==> src/rtl/hazard_tnew_tracker_pkg.sv <==
// Shared Tuse/Tnew codes, forwarding encodings and the per-stage record
// used by the D/E/M/W hazard tracker.
package hazard_tnew_tracker_pkg;

  localparam int ADDR_W = 5;
  localparam int T_W    = 2;

  localparam logic [T_W-1:0] TUSE_NONE = 2'd3;
  localparam logic [T_W-1:0] T_LW      = 2'd2;
  localparam logic [T_W-1:0] T_ALU     = 2'd1;
  localparam logic [T_W-1:0] T_LINK    = 2'd0;

  // D-stage forwarding sources
  localparam logic [1:0] FWD_RF = 2'd0;
  localparam logic [1:0] FWD_E  = 2'd1;
  localparam logic [1:0] FWD_M  = 2'd2;
  localparam logic [1:0] FWD_W  = 2'd3;

  // E-stage forwarding sources
  localparam logic [1:0] EFWD_PIPE = 2'd0;
  localparam logic [1:0] EFWD_M    = 2'd1;
  localparam logic [1:0] EFWD_W    = 2'd2;

  typedef struct packed {
    logic              we;
    logic [ADDR_W-1:0] dst;
    logic [T_W-1:0]    tnew;
  } stage_t;

  function automatic logic [T_W-1:0] tnew_dec(input logic [T_W-1:0] t);
    return (t == '0) ? '0 : t - 1'b1;
  endfunction

  // Register $0 is hard-wired, so a write to it can never feed a reader.
  function automatic logic stage_match(input stage_t s, input logic [ADDR_W-1:0] a);
    return s.we && (s.dst == a) && (a != '0);
  endfunction

endpackage

==> src/rtl/hazard_tnew_tracker_stage_reg.sv <==
// One shadow-pipe stage: {we, dst, tnew} with bubble load and optional
// saturating tnew decrement on the way in.
module hazard_stage_reg
  import hazard_tnew_tracker_pkg::*;
#(
  parameter bit DEC = 1'b1
) (
  input  logic   clk,
  input  logic   reset_n,
  input  logic   bubble,
  input  stage_t d,
  output stage_t q
);

  always_ff @(posedge clk or negedge reset_n) begin
    if (!reset_n) begin
      q <= '0;
    end else if (bubble) begin
      q <= '0;
    end else begin
      q.we   <= d.we;
      q.dst  <= d.dst;
      q.tnew <= DEC ? tnew_dec(d.tnew) : d.tnew;
    end
  end

endmodule

==> src/rtl/hazard_tnew_tracker.sv <==
// Tracks in-flight destinations/Tnew through E/M/W and resolves D-stage
// stalls plus D- and E-stage forwarding selects.
module hazard_tnew_tracker
  import hazard_tnew_tracker_pkg::*;
(
  input  logic              clk,
  input  logic              reset_n,
  input  logic [ADDR_W-1:0] D_rs_addr,
  input  logic [ADDR_W-1:0] D_rt_addr,
  input  logic [T_W-1:0]    D_rs_Tuse,
  input  logic [T_W-1:0]    D_rt_Tuse,
  input  logic              D_reg_write_enable,
  input  logic [ADDR_W-1:0] D_dst_addr,
  input  logic [T_W-1:0]    D_Tnew,
  output logic              stall,
  output logic [1:0]        D_fwd_rs_sel,
  output logic [1:0]        D_fwd_rt_sel,
  output logic [1:0]        E_fwd_rs_sel,
  output logic [1:0]        E_fwd_rt_sel
);

  stage_t            stg [0:2];   // 0=E, 1=M, 2=W
  stage_t            d_stage;
  logic [ADDR_W-1:0] e_rs_reg;
  logic [ADDR_W-1:0] e_rt_reg;

  assign d_stage = {D_reg_write_enable, D_dst_addr, D_Tnew};

  // E captures D's Tnew as-is; each later stage ages it by one.
  hazard_stage_reg #(.DEC(1'b0)) u_stage_e (
    .clk    (clk),
    .reset_n(reset_n),
    .bubble (stall),
    .d      (d_stage),
    .q      (stg[0])
  );

  genvar gi;
  generate
    for (gi = 1; gi < 3; gi++) begin : g_stage
      hazard_stage_reg #(.DEC(1'b1)) u_stage (
        .clk    (clk),
        .reset_n(reset_n),
        .bubble (1'b0),
        .d      (stg[gi-1]),
        .q      (stg[gi])
      );
    end
  endgenerate

  always_ff @(posedge clk or negedge reset_n) begin
    if (!reset_n) begin
      e_rs_reg <= '0;
      e_rt_reg <= '0;
    end else if (stall) begin
      e_rs_reg <= '0;
      e_rt_reg <= '0;
    end else begin
      e_rs_reg <= D_rs_addr;
      e_rt_reg <= D_rt_addr;
    end
  end

  // W always carries tnew=0, so only E and M can hold a reader back.
  function automatic logic op_hazard(input stage_t e, input stage_t m,
                                     input logic [ADDR_W-1:0] a,
                                     input logic [T_W-1:0] tuse);
    if (tuse == TUSE_NONE)
      return 1'b0;
    return (stage_match(e, a) && (e.tnew > tuse)) ||
           (stage_match(m, a) && (m.tnew > tuse));
  endfunction

  // The youngest matching writer decides; if it is not ready, read RF (stall covers it).
  function automatic logic [1:0] d_select(input stage_t e, input stage_t m,
                                          input stage_t w,
                                          input logic [ADDR_W-1:0] a);
    if (stage_match(e, a)) return (e.tnew == '0) ? FWD_E : FWD_RF;
    if (stage_match(m, a)) return (m.tnew == '0) ? FWD_M : FWD_RF;
    if (stage_match(w, a)) return (w.tnew == '0) ? FWD_W : FWD_RF;
    return FWD_RF;
  endfunction

  function automatic logic [1:0] e_select(input stage_t m, input stage_t w,
                                          input logic [ADDR_W-1:0] a);
    if (stage_match(m, a)) return (m.tnew == '0) ? EFWD_M : EFWD_PIPE;
    if (stage_match(w, a)) return (w.tnew == '0) ? EFWD_W : EFWD_PIPE;
    return EFWD_PIPE;
  endfunction

  assign stall = op_hazard(stg[0], stg[1], D_rs_addr, D_rs_Tuse) ||
                 op_hazard(stg[0], stg[1], D_rt_addr, D_rt_Tuse);

  assign D_fwd_rs_sel = d_select(stg[0], stg[1], stg[2], D_rs_addr);
  assign D_fwd_rt_sel = d_select(stg[0], stg[1], stg[2], D_rt_addr);
  assign E_fwd_rs_sel = e_select(stg[1], stg[2], e_rs_reg);
  assign E_fwd_rt_sel = e_select(stg[1], stg[2], e_rt_reg);

endmodule

==> config.mk <==
export PLATFORM = sky130hd
export DESIGN_NAME = hazard_tnew_tracker
export DESIGN_NICKNAME = d
export VERILOG_FILES = /design/src/rtl/hazard_tnew_tracker_pkg.sv /design/src/rtl/hazard_tnew_tracker_stage_reg.sv /design/src/rtl/hazard_tnew_tracker.sv
export SDC_FILE = /design/constraint.sdc
export NUM_CORES = 1
export LEC_CHECK = 0
export BUFFER_PORTS_ARGS = -buffer_cell sky130_fd_sc_hd__buf_2
export CORE_MARGIN = 2
export CORE_UTILIZATION = 45
export DETAILED_ROUTE_END_ITERATION = 7
export GPL_TIMING_DRIVEN = 1
export PLACE_DENSITY = 0.67
export SETUP_SLACK_MARGIN = 0.4
export SYNTH_ARGS = -nofsm -noshare
export SYNTH_HDL_FRONTEND = slang
export SYNTH_SLANG_ARGS = --single-unit
==> constraint.sdc <==
create_clock -name clk -period 2.9 [get_ports clk]
set_clock_uncertainty 0.1 [all_clocks]
set_input_delay 0.145 -clock clk [delete_from_list [all_inputs] [get_ports clk]]
set_output_delay 0.145 -clock clk [all_outputs]
set_load 0.05 [all_outputs]
==> flow_summary.toml <==
[floorplanning]
io-pin-count = 33
initial_core_util_pct = 46.3
dieArea_um2 = 4960
die_w_um = 70.5
row_count = 24
core_area_um2 = 4290
fp.dieH_um = 70.5

[logic_synthesis]
synth_top_area_share_pct = 42.8
synth_flop_cell = "dfrtp_1"
yosys.area.top_type = "dfrtp_1"
synthMostInstantiatedCell = "xnor2_1"
seq_area_frac_synth_pct = 42.8
ys_types = 26
synth_area_um2 = 1990
synth_edf_count = 0
async_flop_share_pct = 100
synth-seq-cells = 34
ys_warn_count = 0
synth_area_leaders = "dfrtp_1 (43%), xnor2_1 (20%), and2_1 (6.9%), ha_1 (5.0%), nand4_1 (3.1%)"
avgSynthCellArea_um2 = 10.3
syn_inst = 192
synth_common_cells = "xnor2_1 (46), dfrtp_1 (34), and2_1 (22), nand2_1 (10), nand4_1 (10)"
synth.net_count = 224

[power_and_ir_drop]
power.density_nw_per_um2 = 446
leakagePower_uw = 0.000984
ir_drop_v = 0.000331

[clock_network]
cts_buffers = 5
clockBufferDepth = 2
clk_latency_ns = 0.28
clkTransAtPathRegs_ns = 0.06
numClockSinks = 34
cts-root-buf = "clkbuf_8"
cts_tree = "built"
cts_max_level = 2

[routing]
post_drt_wl_per_cell_um = 14.6
vias_per_cell = 5.09
dr.pass1.iters = 4
via_count = 1446
drc = 0
drt.antenna.violating_nets = 0
drt_iter0_drc = 36
wl_um = 4160

[setup_path]
r2r_cells = 7
reg2reg_to = "u_stage_e.q[1]"
worstPathMaxFanout = 5
end_kind = "primary output"
path_class = "in2out"
worstReg2RegStart = "u_stage_e.q[1]"
arrival_ns = 2.13
cp-start-kind = "input pin"
reg2reg_slack_ns = 0.80
required_ns = 2.65

[timing]
finalCriticalPeriod_ns = 2.37
rsz0062_at_grt = "no"
max_freq_ghz = 0.421
tns_ns = 0
finalHoldViolations = 0
slew_viol_final = 0
setup_viol = 0
slew_headroom_pct = 50.5
worstMarginPinSlew_ns = 0.743
hold_slack_ns = 0.0714
period_share_pct = 81.8

[placed_design]
dpl.hpwl_um = 3190
portBuffers = 32
place_congestion = 0.780

[flow_run]
maxCapViolCount = 0

[status]
status = "completed"

[global_routing]
antenna_found_initial = 0
grt_overflow = 0
grt_use_total_pct = 18.3
grt_pass1_vias = 1441
grt_pass1_wl_um = 7010
grt_max_degree = 35

[final_layout]
reg_top3 = "g_stage.u_stage.q (16), u_stage_e.q (8)"
final_nets = 264
regMostFlops = "g_stage.u_stage.q"
fillCellCount = 387
antenna_cells = 0
largest_register_ffs = 16
drive_gt1_share_pct = 21.6
area_growth_syn_to_layout_pct = 20.2

[worst_hold_path]
holdPathEnd = "e_rs_reg[4]"
hold_depth = 2
min_from = "D_rs_addr[4]"
worst_hold_path_type = "in2reg"
worst max-delay path by stage:
stage	start	to	slack, ns
after floorplan	D_rs_addr[4]	D_fwd_rs_sel[0]	0.44
after global placement	u_stage_e.q[1]	stall	0.49
after detailed placement	D_rs_addr[4]	stall	0.43
after CTS	g_stage[2].u_stage.q[1]	D_fwd_rt_sel[1]	0.41
after global routing	g_stage[1].u_stage.q[4]	D_fwd_rs_sel[0]	0.41
final	D_rs_addr[4]	D_fwd_rs_sel[0]	0.53
critical path, cell delays in order:
cell and delay, ns:
buf_2 0.14, or4_1 0.53, nor2_2 0.23, nor3_1 0.11, or4_1 0.56, mux2i_1 0.14
buf_2 0.27
report_power, final:
part / switching (µW) / internal, µW
Combinational: 98.5 / 105
Clock: 152 / 165
Sequential: 41.8 / 504
cell usage in the layout (no fill, tap or decap), types with 6 or more instances in the layout:
cell / netlist / final
and2_1: 22 / 22
buf_2: 0 / 32
dfrtp_1: 34 / 34
dlygate4sd3_1: 0 / 9
ha_1: 8 / 8
nand2_1: 10 / 10
nand4_1: 10 / 10
nor2b_1: 6 / 6
nor4_2: 0 / 6
xnor2_1: 46 / 46
area by class of cell:
class / count / area (µm²) / share of cell area (%)
timing repair buffer: 42 / 258 / 10.8
sequential: 34 / 851 / 35.6
tap: 52 / 65.1 / 2.73
clock buffer: 7 / 76.3 / 3.20
multi-input combinational: 144 / 1120 / 46.9
inverter: 5 / 18.8 / 0.786
logic make-up (layout without fill, tap and decap cells):
family	Yosys count	in the layout	share of synthesized area [%]
compound gates	10	10	3.02
xor+xnor	50	50	22.0
fa+ha+maj	8	8	5.04
buf+inv	14	54	3.02
flops	34	34	42.8
mux	2	2	1.01
simple gates	74	74	23.0
metrics by stage:
step / setup slack [ns] / instance area (µm²) / util (%) / total power, µW / instances
6_report: 0.527 / 2390 / 55.6 / 1070 / 284
5_1_grt: 0.410 / 2390 / 55.6 / 1130 / 284
4_1_cts: 0.412 / 2360 / 54.9 / 1070 / 284
3_5_place_dp: 0.430 / 2180 / 50.8 / 745 / 267
3_3_place_gp: 0.491 / 2180 / 50.8 / 741 / 267
2_1_floorplan: 0.443 / 2000 / - / 679 / 192
metal layers:
layer / up-vias / global-route usage [%] / wire length [µm]
met5: - / 0 / 0
met4: 0 / 5.13 / 43
met3: 5 / 4.18 / 150
met2: 29 / 30.4 / 2000
met1: 692 / 23.8 / 1960
li1: 720 / - / -
timing repair:
| action | in CTS | in global routing |
|---|---|---|
| endpoints found under the setup margin | 1 | 5 |
| gates resized for setup | 0 | 5 |
| endpoints found under the hold margin | 42 | 0 |
| buffers inserted | 1 | 0 |
| hold buffers | 9 | 0 |
| pin swaps | 1 | 1 |
Note: power is estimated with default switching activity, not from simulation.
